[src/rtl/reg_file_pkg.sv]
// reg_file_pkg: shared core constants for the pipeline-stage modules
package reg_file_pkg;
  localparam int REG_NUM_BITWIDTH_DEF = 5;
  localparam int WORD_BITWIDTH_DEF = 32;
  localparam int ZERO_REG = 0;
endpackage

[src/rtl/reg_file_if.sv]
// reg_file_if: decode read ports, write-back port, load issue and hazard status
interface reg_file_if
  import reg_file_pkg::*;
#(
  parameter int REG_NUM_BITWIDTH = REG_NUM_BITWIDTH_DEF,
  parameter int WORD_BITWIDTH = WORD_BITWIDTH_DEF
);
  logic                             wb_regWrite;
  logic [REG_NUM_BITWIDTH-1:0]      wb_regToWrite;
  logic [WORD_BITWIDTH-1:0]         wb_regWriteData;
  logic [REG_NUM_BITWIDTH-1:0]      rs1, rs2;
  logic [WORD_BITWIDTH-1:0]         rd1, rd2;
  logic                             ld_issue;
  logic [REG_NUM_BITWIDTH-1:0]      ld_rd;
  logic                             hazard1, hazard2;
  logic [2**REG_NUM_BITWIDTH-1:0]   busy_vec;
  modport master (
    output wb_regWrite, wb_regToWrite, wb_regWriteData, rs1, rs2, ld_issue, ld_rd,
    input  rd1, rd2, hazard1, hazard2, busy_vec
  );
  modport slave (
    input  wb_regWrite, wb_regToWrite, wb_regWriteData, rs1, rs2, ld_issue, ld_rd,
    output rd1, rd2, hazard1, hazard2, busy_vec
  );
endinterface

[src/rtl/reg_file_load_scoreboard.sv]
// load_scoreboard: pending-load busy bits; a same-index set beats a clear
module load_scoreboard #(
  parameter int RW = 5,
  parameter int N = 2**RW
) (
  input  logic          clk,
  input  logic          rst_n,
  input  logic          set_en,
  input  logic [RW-1:0] set_idx,
  input  logic          clr_en,
  input  logic [RW-1:0] clr_idx,
  output logic [N-1:0]  busy_vec
);
  logic [N-1:0] set_mask, clr_mask;
  assign set_mask = set_en ? N'(1) << set_idx : '0;
  assign clr_mask = clr_en ? N'(1) << clr_idx : '0;
  always_ff @(posedge clk or negedge rst_n)
    if (!rst_n) busy_vec <= '0;
    else busy_vec <= (busy_vec & ~clr_mask) | set_mask;
endmodule

[src/rtl/reg_file.sv]
// reg_file: register file with write-back bypass and load-use hazard scoreboard
module reg_file
  import reg_file_pkg::*;
#(
  parameter int REG_NUM_BITWIDTH = REG_NUM_BITWIDTH_DEF,
  parameter int WORD_BITWIDTH = WORD_BITWIDTH_DEF
) (
  input logic       clk,
  input logic       rst_n,
  reg_file_if.slave bus
);
  localparam int NREG = 2**REG_NUM_BITWIDTH;
  localparam logic [REG_NUM_BITWIDTH-1:0] ZERO = REG_NUM_BITWIDTH'(ZERO_REG);
  logic [WORD_BITWIDTH-1:0] regs [NREG];
  logic wb_live, ld_live, byp1, byp2;
  // gating with rst_n keeps reads at zero while reset is held, even with a write presented
  assign wb_live = rst_n && bus.wb_regWrite && bus.wb_regToWrite != ZERO;
  assign ld_live = bus.ld_issue && bus.ld_rd != ZERO;
  assign byp1 = wb_live && bus.wb_regToWrite == bus.rs1;
  assign byp2 = wb_live && bus.wb_regToWrite == bus.rs2;
  always_ff @(posedge clk or negedge rst_n)
    if (!rst_n) for (int i = 0; i < NREG; i++) regs[i] <= '0;
    else if (wb_live) regs[bus.wb_regToWrite] <= bus.wb_regWriteData;
  assign bus.rd1 = bus.rs1 == ZERO ? '0 : byp1 ? bus.wb_regWriteData : regs[bus.rs1];
  assign bus.rd2 = bus.rs2 == ZERO ? '0 : byp2 ? bus.wb_regWriteData : regs[bus.rs2];
  assign bus.hazard1 = bus.rs1 != ZERO && bus.busy_vec[bus.rs1] && !byp1;
  assign bus.hazard2 = bus.rs2 != ZERO && bus.busy_vec[bus.rs2] && !byp2;
  load_scoreboard #(.RW(REG_NUM_BITWIDTH), .N(NREG)) u_sb (
    .clk      (clk),
    .rst_n    (rst_n),
    .set_en   (ld_live),
    .set_idx  (bus.ld_rd),
    .clr_en   (wb_live),
    .clr_idx  (bus.wb_regToWrite),
    .busy_vec (bus.busy_vec)
  );
endmodule

[src/flat_wrapper.sv]
// flat-port wrapper written by rule: the top's interface ports become plain ports
module reg_file_flat import reg_file_pkg::*;
#(
  parameter int REG_NUM_BITWIDTH = REG_NUM_BITWIDTH_DEF,
  parameter int WORD_BITWIDTH = WORD_BITWIDTH_DEF
)
  (clk, rst_n, bus_wb_regWrite, bus_wb_regToWrite, bus_wb_regWriteData, bus_rs1, bus_rs2, bus_ld_issue, bus_ld_rd, bus_rd1, bus_rd2, bus_hazard1, bus_hazard2, bus_busy_vec);
  reg_file_if #(.REG_NUM_BITWIDTH(REG_NUM_BITWIDTH), .WORD_BITWIDTH(WORD_BITWIDTH)) bus_i ();
  input logic clk;
  input logic rst_n;
  input wire logic [$bits(bus_i.wb_regWrite)-1:0] bus_wb_regWrite;
  input wire logic [$bits(bus_i.wb_regToWrite)-1:0] bus_wb_regToWrite;
  input wire logic [$bits(bus_i.wb_regWriteData)-1:0] bus_wb_regWriteData;
  input wire logic [$bits(bus_i.rs1)-1:0] bus_rs1;
  input wire logic [$bits(bus_i.rs2)-1:0] bus_rs2;
  input wire logic [$bits(bus_i.ld_issue)-1:0] bus_ld_issue;
  input wire logic [$bits(bus_i.ld_rd)-1:0] bus_ld_rd;
  output wire logic [$bits(bus_i.rd1)-1:0] bus_rd1;
  output wire logic [$bits(bus_i.rd2)-1:0] bus_rd2;
  output wire logic [$bits(bus_i.hazard1)-1:0] bus_hazard1;
  output wire logic [$bits(bus_i.hazard2)-1:0] bus_hazard2;
  output wire logic [$bits(bus_i.busy_vec)-1:0] bus_busy_vec;
  assign bus_i.wb_regWrite = bus_wb_regWrite;
  assign bus_i.wb_regToWrite = bus_wb_regToWrite;
  assign bus_i.wb_regWriteData = bus_wb_regWriteData;
  assign bus_i.rs1 = bus_rs1;
  assign bus_i.rs2 = bus_rs2;
  assign bus_i.ld_issue = bus_ld_issue;
  assign bus_i.ld_rd = bus_ld_rd;
  assign bus_rd1 = bus_i.rd1;
  assign bus_rd2 = bus_i.rd2;
  assign bus_hazard1 = bus_i.hazard1;
  assign bus_hazard2 = bus_i.hazard2;
  assign bus_busy_vec = bus_i.busy_vec;
  reg_file #(.REG_NUM_BITWIDTH(REG_NUM_BITWIDTH), .WORD_BITWIDTH(WORD_BITWIDTH)) u_core (.clk(clk), .rst_n(rst_n), .bus(bus_i));
endmodule
[config.mk]
export PLATFORM = sky130hd
export DESIGN_NAME = reg_file_flat
export DESIGN_NICKNAME = d
export VERILOG_FILES = /design/src/rtl/reg_file_pkg.sv /design/src/rtl/reg_file_if.sv /design/src/rtl/reg_file_load_scoreboard.sv /design/src/rtl/reg_file.sv /design/src/flat_wrapper.sv
export SDC_FILE = /design/constraint.sdc
export NUM_CORES = 2
export LEC_CHECK = 0
export BUFFER_PORTS_ARGS = -buffer_cell sky130_fd_sc_hd__clkbuf_2
export CAP_MARGIN = 25
export CORE_ASPECT_RATIO = 1.25
export CORE_MARGIN = 2
export CORE_UTILIZATION = 45
export CTS_BUF_LIST = sky130_fd_sc_hd__clkbuf_8
export DETAILED_ROUTE_END_ITERATION = 16
export PLACE_DENSITY = 0.59
export REMOVE_ABC_BUFFERS = 1
export SETUP_SLACK_MARGIN = 0.15
export SLEW_MARGIN = 20
export SYNTH_ARGS = -nofsm -noshare
export SYNTH_HDL_FRONTEND = slang
export SYNTH_SLANG_ARGS = --single-unit
[constraint.sdc]
create_clock -name clk -period 5.65 [get_ports clk]
set_input_delay 1.13 -clock clk [delete_from_list [all_inputs] [get_ports clk]]
set_output_delay 1.13 -clock clk [all_outputs]
set_load 0.02 [all_outputs]
# Yosys cells after proc, flatten, opt, wreduce, memory -nomap -nowiden

Index checks and enable logic that the tools add are counted.

Shifts and indexed selects: 2
Reduce and logical (&&, ||, !) cells: 18
Mux-type cells: 19
Bitwise gates (word level): 6
Eq/ne operators: 2
$lt $le $gt $ge: 6
Add/subtract/negate cells: 0
Multiply operators: 0
Div/mod/pow operators: 0

Operator list:

| cell                 | count |
|---|---|
| $bwmux 1024          | 1 |
| $mux 32              | 11 |
| $bmux 32 s5          | 2 |
| $demux 32 s5         | 1 |
| $shl 1x5->32 const A | 2 |
| $and 32x32->32       | 1 |
| $not 32->32          | 1 |
| $or 32x32->32        | 1 |
| $reduce_bool 5->1    | 4 |
| $ge 6x6->1 const B   | 3 |
| $not 5->6            | 3 |
| $lt 5x6->1 const B   | 2 |
| $bmux 1 s5           | 2 |
| $eq 5x5->1           | 2 |
| $logic_and 1x1->1    | 10 |
| $logic_not 5->1      | 2 |
| $lt 6x1->1 const B   | 1 |
| $logic_not 1->1      | 2 |
| $mux 1               | 2 |

Register bits: 1056
Memories: 0
Bits in read-only memories: 0
Latch bits: 0
Output and inout port bits: 98
Bits of input ports: 56
RAM bits: 0

# Depth between registers and ports, before layout

Depth in word-level cells: 6
Mapped depth: 11

# Hierarchy

A second synthesis with hierarchy kept.

Cell total of the unflattened synthesis: 3973
Area, all modules: 56718.1 sq um

By module, submodules not included:

| module          | times used | area each (sq um) | cells an instance | seq. area each (sq um) |
|---|---|---|---|---|
| reg_file        | 1          | 55394.4           | 3846              | 25624.6 |
| load_scoreboard | 1          | 1323.8            | 127               | 800.8 |

# Worst setup path after synthesis

Ideal clock, no wire load.

Kind: input port to output port
Start point: input port bus_wb_regToWrite[3]
End point: output port bus_rd1[7]
Arrival time: 3059 ps
Slack: 1461 ps
Required time: 4520 ps
Path buffers: 2
Stages: 7
Cell sequence: or4_4 > o21bai_4 > nor4_4 > or3b_1 > buf_4 > buf_6 > o21ai_0

Word-level cells in the longest chain between the ends: 5
Elaborated cells on any way between the ends: 6
Those cells by class: eq/ne: 1; mux: 2; reduce/logical: 3

Ends and longest elaborated chain:

| element                   | RTL line           | text |
|---|---|---|
| start, declared           | flat_wrapper.sv:12 | `input wire logic [$bits(bus_i.wb_regToWrite)-1:0] bus_wb_regToWrite;` |
| $reduce_bool 5->1         | reg_file.sv:17     | `assign wb_live = rst_n && bus.wb_regWrite && bus.wb_regToWrite != ZERO;` |
| $logic_and 1x1->1         | reg_file.sv:17     |  |
| $logic_and 1x1->1 (*)     | reg_file.sv:19     | `assign byp1 = wb_live && bus.wb_regToWrite == bus.rs1;` |
| $mux 32 (*) (2 in series) | reg_file.sv:24     | `assign bus.rd1 = bus.rs1 == ZERO ? '0 : byp1 ? bus.wb_regWriteData : regs[bus.rs1];` |
| end, declared             | flat_wrapper.sv:18 | `output wire logic [$bits(bus_i.rd1)-1:0] bus_rd1;` |

Mark *: on every way between the ends. The rest lies on a longest branch, timed or not.

# Worst setup path after layout

Start point: input port rst_n
End point: output port bus_rd2[30]

Word-level cells in the longest chain between the ends: 5

Ends and longest elaborated chain:

| element                         | RTL line           | text |
|---|---|---|
| start, declared                 | flat_wrapper.sv:10 | `input logic rst_n;` |
| $logic_and 1x1->1 (2 in series) | reg_file.sv:17     |  |
| $logic_and 1x1->1               | reg_file.sv:20     | `assign byp2 = wb_live && bus.wb_regToWrite == bus.rs2;` |
| $mux 32 (2 in series)           | reg_file.sv:25     | `assign bus.rd2 = bus.rs2 == ZERO ? '0 : byp2 ? bus.wb_regWriteData : regs[bus.rs2];` |
| end, declared                   | flat_wrapper.sv:19 | `output wire logic [$bits(bus_i.rd2)-1:0] bus_rd2;` |

No other way between the ends.

==> results.sh <==
export IMPL_status="finished, final reports clean"
export IMPL_first_iter_violations=3639
export IMPL_syn_area_um2=57600
export IMPL_final_hold_viol_count=0
export IMPL_ir_worst_vdd_mv=0.248
export IMPL_critPathLaunchType="input pin"
export IMPL_io_buffers=153
export IMPL_ys_seq_area_frac=0.459
export IMPL_holdWs_ns=0.398
export IMPL_ys_top_cells_by_area="dfrtp_1 (46%), mux2_2 (20%), mux4_2 (13%), mux2i_1 (7.4%), clkbuf_1 (1.6%)"
export IMPL_postSynth_asyncResetShare=1.00
export IMPL_vias_per_cell=6.47
export IMPL_avgSynthCellArea_um2=13.6
export IMPL_r2r_start="u_core.regs[452]"
export IMPL_area_growth_pct=11.0
export IMPL_arrival_ns=4.27
export IMPL_vias=39463
export IMPL_cp_required_ns=4.52
export IMPL_synth_compound_area_frac=0.0641
export IMPL_antenna_found_initial=7
export IMPL_wl_per_cell_um=32.2
export IMPL_synth_top_area_frac=0.459
export IMPL_cts_tree="built"
export IMPL_drv_slew=0
export IMPL_synth_xor_area_frac=0.00152
export IMPL_clk_latency_ns=0.91
export IMPL_synth_commonest_cells="dfrtp_1 (1056), mux2_2 (1018), mux2i_1 (424)"
export IMPL_synth_top_family_by_area="multiplexers"
export IMPL_ctsRootBufferMaster="clkbuf_8"
export IMPL_cts_buffers=176
export IMPL_synthCells=4250
export IMPL_setup_violations=0
export IMPL_die_area_um2=131000
export IMPL_clk_pin_slew_ns=0.06
export IMPL_fin_skew_ns=0
export IMPL_p_leak_nw=29.1
export IMPL_final_nets=4316
export IMPL_fp_dieH_um=404
export IMPL_rsz0062_at_grt="no"
export IMPL_synth_top_area_cell="dfrtp_1"
export IMPL_ys_types=62
export IMPL_dp_hpwl_um=116000
export IMPL_worstSetupEndpointType="output port"
export IMPL_start_util=0.454
export IMPL_yosys_register_bits=1056
export IMPL_drv_cap=0
export IMPL_crit_type="input pin to output port"
export IMPL_drc=0
export IMPL_min_period_ns=5.40
export IMPL_fin_tns_setup_ns=0
export IMPL_grt_pass1_wl_um=284000
export IMPL_crit_fanout=33
export IMPL_worstSetupStartpoint="rst_n"
export IMPL_hold_class="flip-flop to flip-flop"
export IMPL_ios=154
export IMPL_fp_dieW_um=324
export IMPL_period_share=0.955
export IMPL_clk_path_buf_depth=3
export IMPL_grt_max_degree=175
export IMPL_synth_enable_flop_cells=0
export IMPL_rows=146
export IMPL_synthSimpleGateAreaFrac=0.0338
export IMPL_min_from="u_core.regs[1011]"
export IMPL_drive_gt1_frac=0.448
export IMPL_grt_pass1_vias=40022
export IMPL_synth_most_common_cell="dfrtp_1"
export IMPL_synth_adder_area_share=0
export IMPL_grt_overflow_total=0
export IMPL_worstMarginPinSlew_ns=1.15
export IMPL_fmax_mhz=185
export IMPL_ys_warn_count=0
export IMPL_muxShareOfSynthArea=0.403
export IMPL_ctsResizeCount=0
export IMPL_grtUsageTotal=0.301
export IMPL_place_gp_congestion=0.840
export IMPL_p_per_area_nw_per_um2=311
export IMPL_slew_headroom=0.235
export IMPL_firstDrtPassIters=6
export IMPL_postRouteWirelength_um=196000
export IMPL_final_core_util=0.504
export IMPL_cts_htree_levels=4
export IMPL_synth_flop_cell="dfrtp_1"
export IMPL_ant_nets=0
export IMPL_coreArea_um2=127000
export IMPL_cts_sinks=1056
timing repair:
item,4_1_cts,5_1_grt
hold buffers,1,0
hold endpoints to repair,1,0
setup buffers,0,0
setup endpoints to repair,0,0
final timing paths:
path                       cells after the start  slack [ns]                end
max                                            9        0.25        bus_rd2[30]
min                                            0        0.40  u_core.regs[1011]
max reg2reg                                    1        4.84   u_core.regs[452]
min reg2reg                                    0        0.40  u_core.regs[1011]
max in group asynchronous                      5        2.41   u_core.regs[966]
min in group asynchronous                      2        0.62   u_core.regs[554]
routing by layer:
metal,vias to the layer above,wire length [um],GRT usage
met5,-,16,0
met2,1559,92500,0.474
met3,392,13600,0.0590
li1,16205,-,-
met4,4,7590,0.113
met1,21303,82500,0.413
where the power goes:
part	leakage (nW)	internal, W	switching, W
clock	2.04	0.00364	0.00329
combinational	13.1	0.00189	0.00176
sequential	14.0	0.00855	0.000753
layout make-up:
class                           count  area [um^2]
Multi-Input combinational cell   2699        29300
Inverter                           28          106
Sequential cell                  1056        26400
Timing Repair Buffer              299         2470
Antenna cell                        2         5.00
Clock buffer                      231         3180
Clock inverter                     82          380
Tap cell                         1702         2130
Fill cell                       11070        63000
state kept, by name, summed over array words and instances, names as in the netlist:
name and cells:
u_core.regs 1024, u_core.u_sb.busy_vec 32
critical path, cell delays in order:
cell and delay (ns):
dlygate4sd3_1 0.56, buf_8 0.17, nand2_1 0.10, o21bai_4 0.21, nor4_4 0.41, buf_4 0.76, nand3b_1 0.25, o211ai_1 0.36
clkbuf_2 0.28
cell families after synthesis:
| family | after synthesis |
|---|---|
| AO/OA/AOI/OAI | 517 |
| XOR/XNOR | 10 |
| buffers and inverters | 495 |
| flip-flops | 1056 |
| multiplexers | 1776 |
| AND/OR/NAND/NOR | 396 |
placed cells by master (no fill, tap or decap), drive strengths merged, types with 37 or more instances in the layout:
cell type / n
a211oi: 53
a21oi: 56
a221oi: 47
a22oi: 40
buf: 155
clkbuf: 374
dfrtp: 1056
inv: 86
mux2: 1018
mux2i: 424
mux4: 334
nand2: 157
nand3: 51
nor2: 37
o21ai: 103
o22ai: 51
per-stage QoR:
| step | power (W) | setup slack, ns | cell area [um^2] | cells |
|---|---|---|---|---|
| after global placement | 0.0130 | 0.509 | 60200 | 5777 |
| after CTS | 0.0200 | 0.355 | 63900 | 6095 |
| after global routing | 0.0207 | 0.273 | 64000 | 6099 |
| after floorplan | 0.0115 | 0.349 | 55500 | 3783 |
| final | 0.0199 | 0.252 | 64000 | 6099 |
| after detailed placement | 0.0131 | 0.535 | 60300 | 5781 |
No activity file was read; power rests on OpenSTA's default activity.
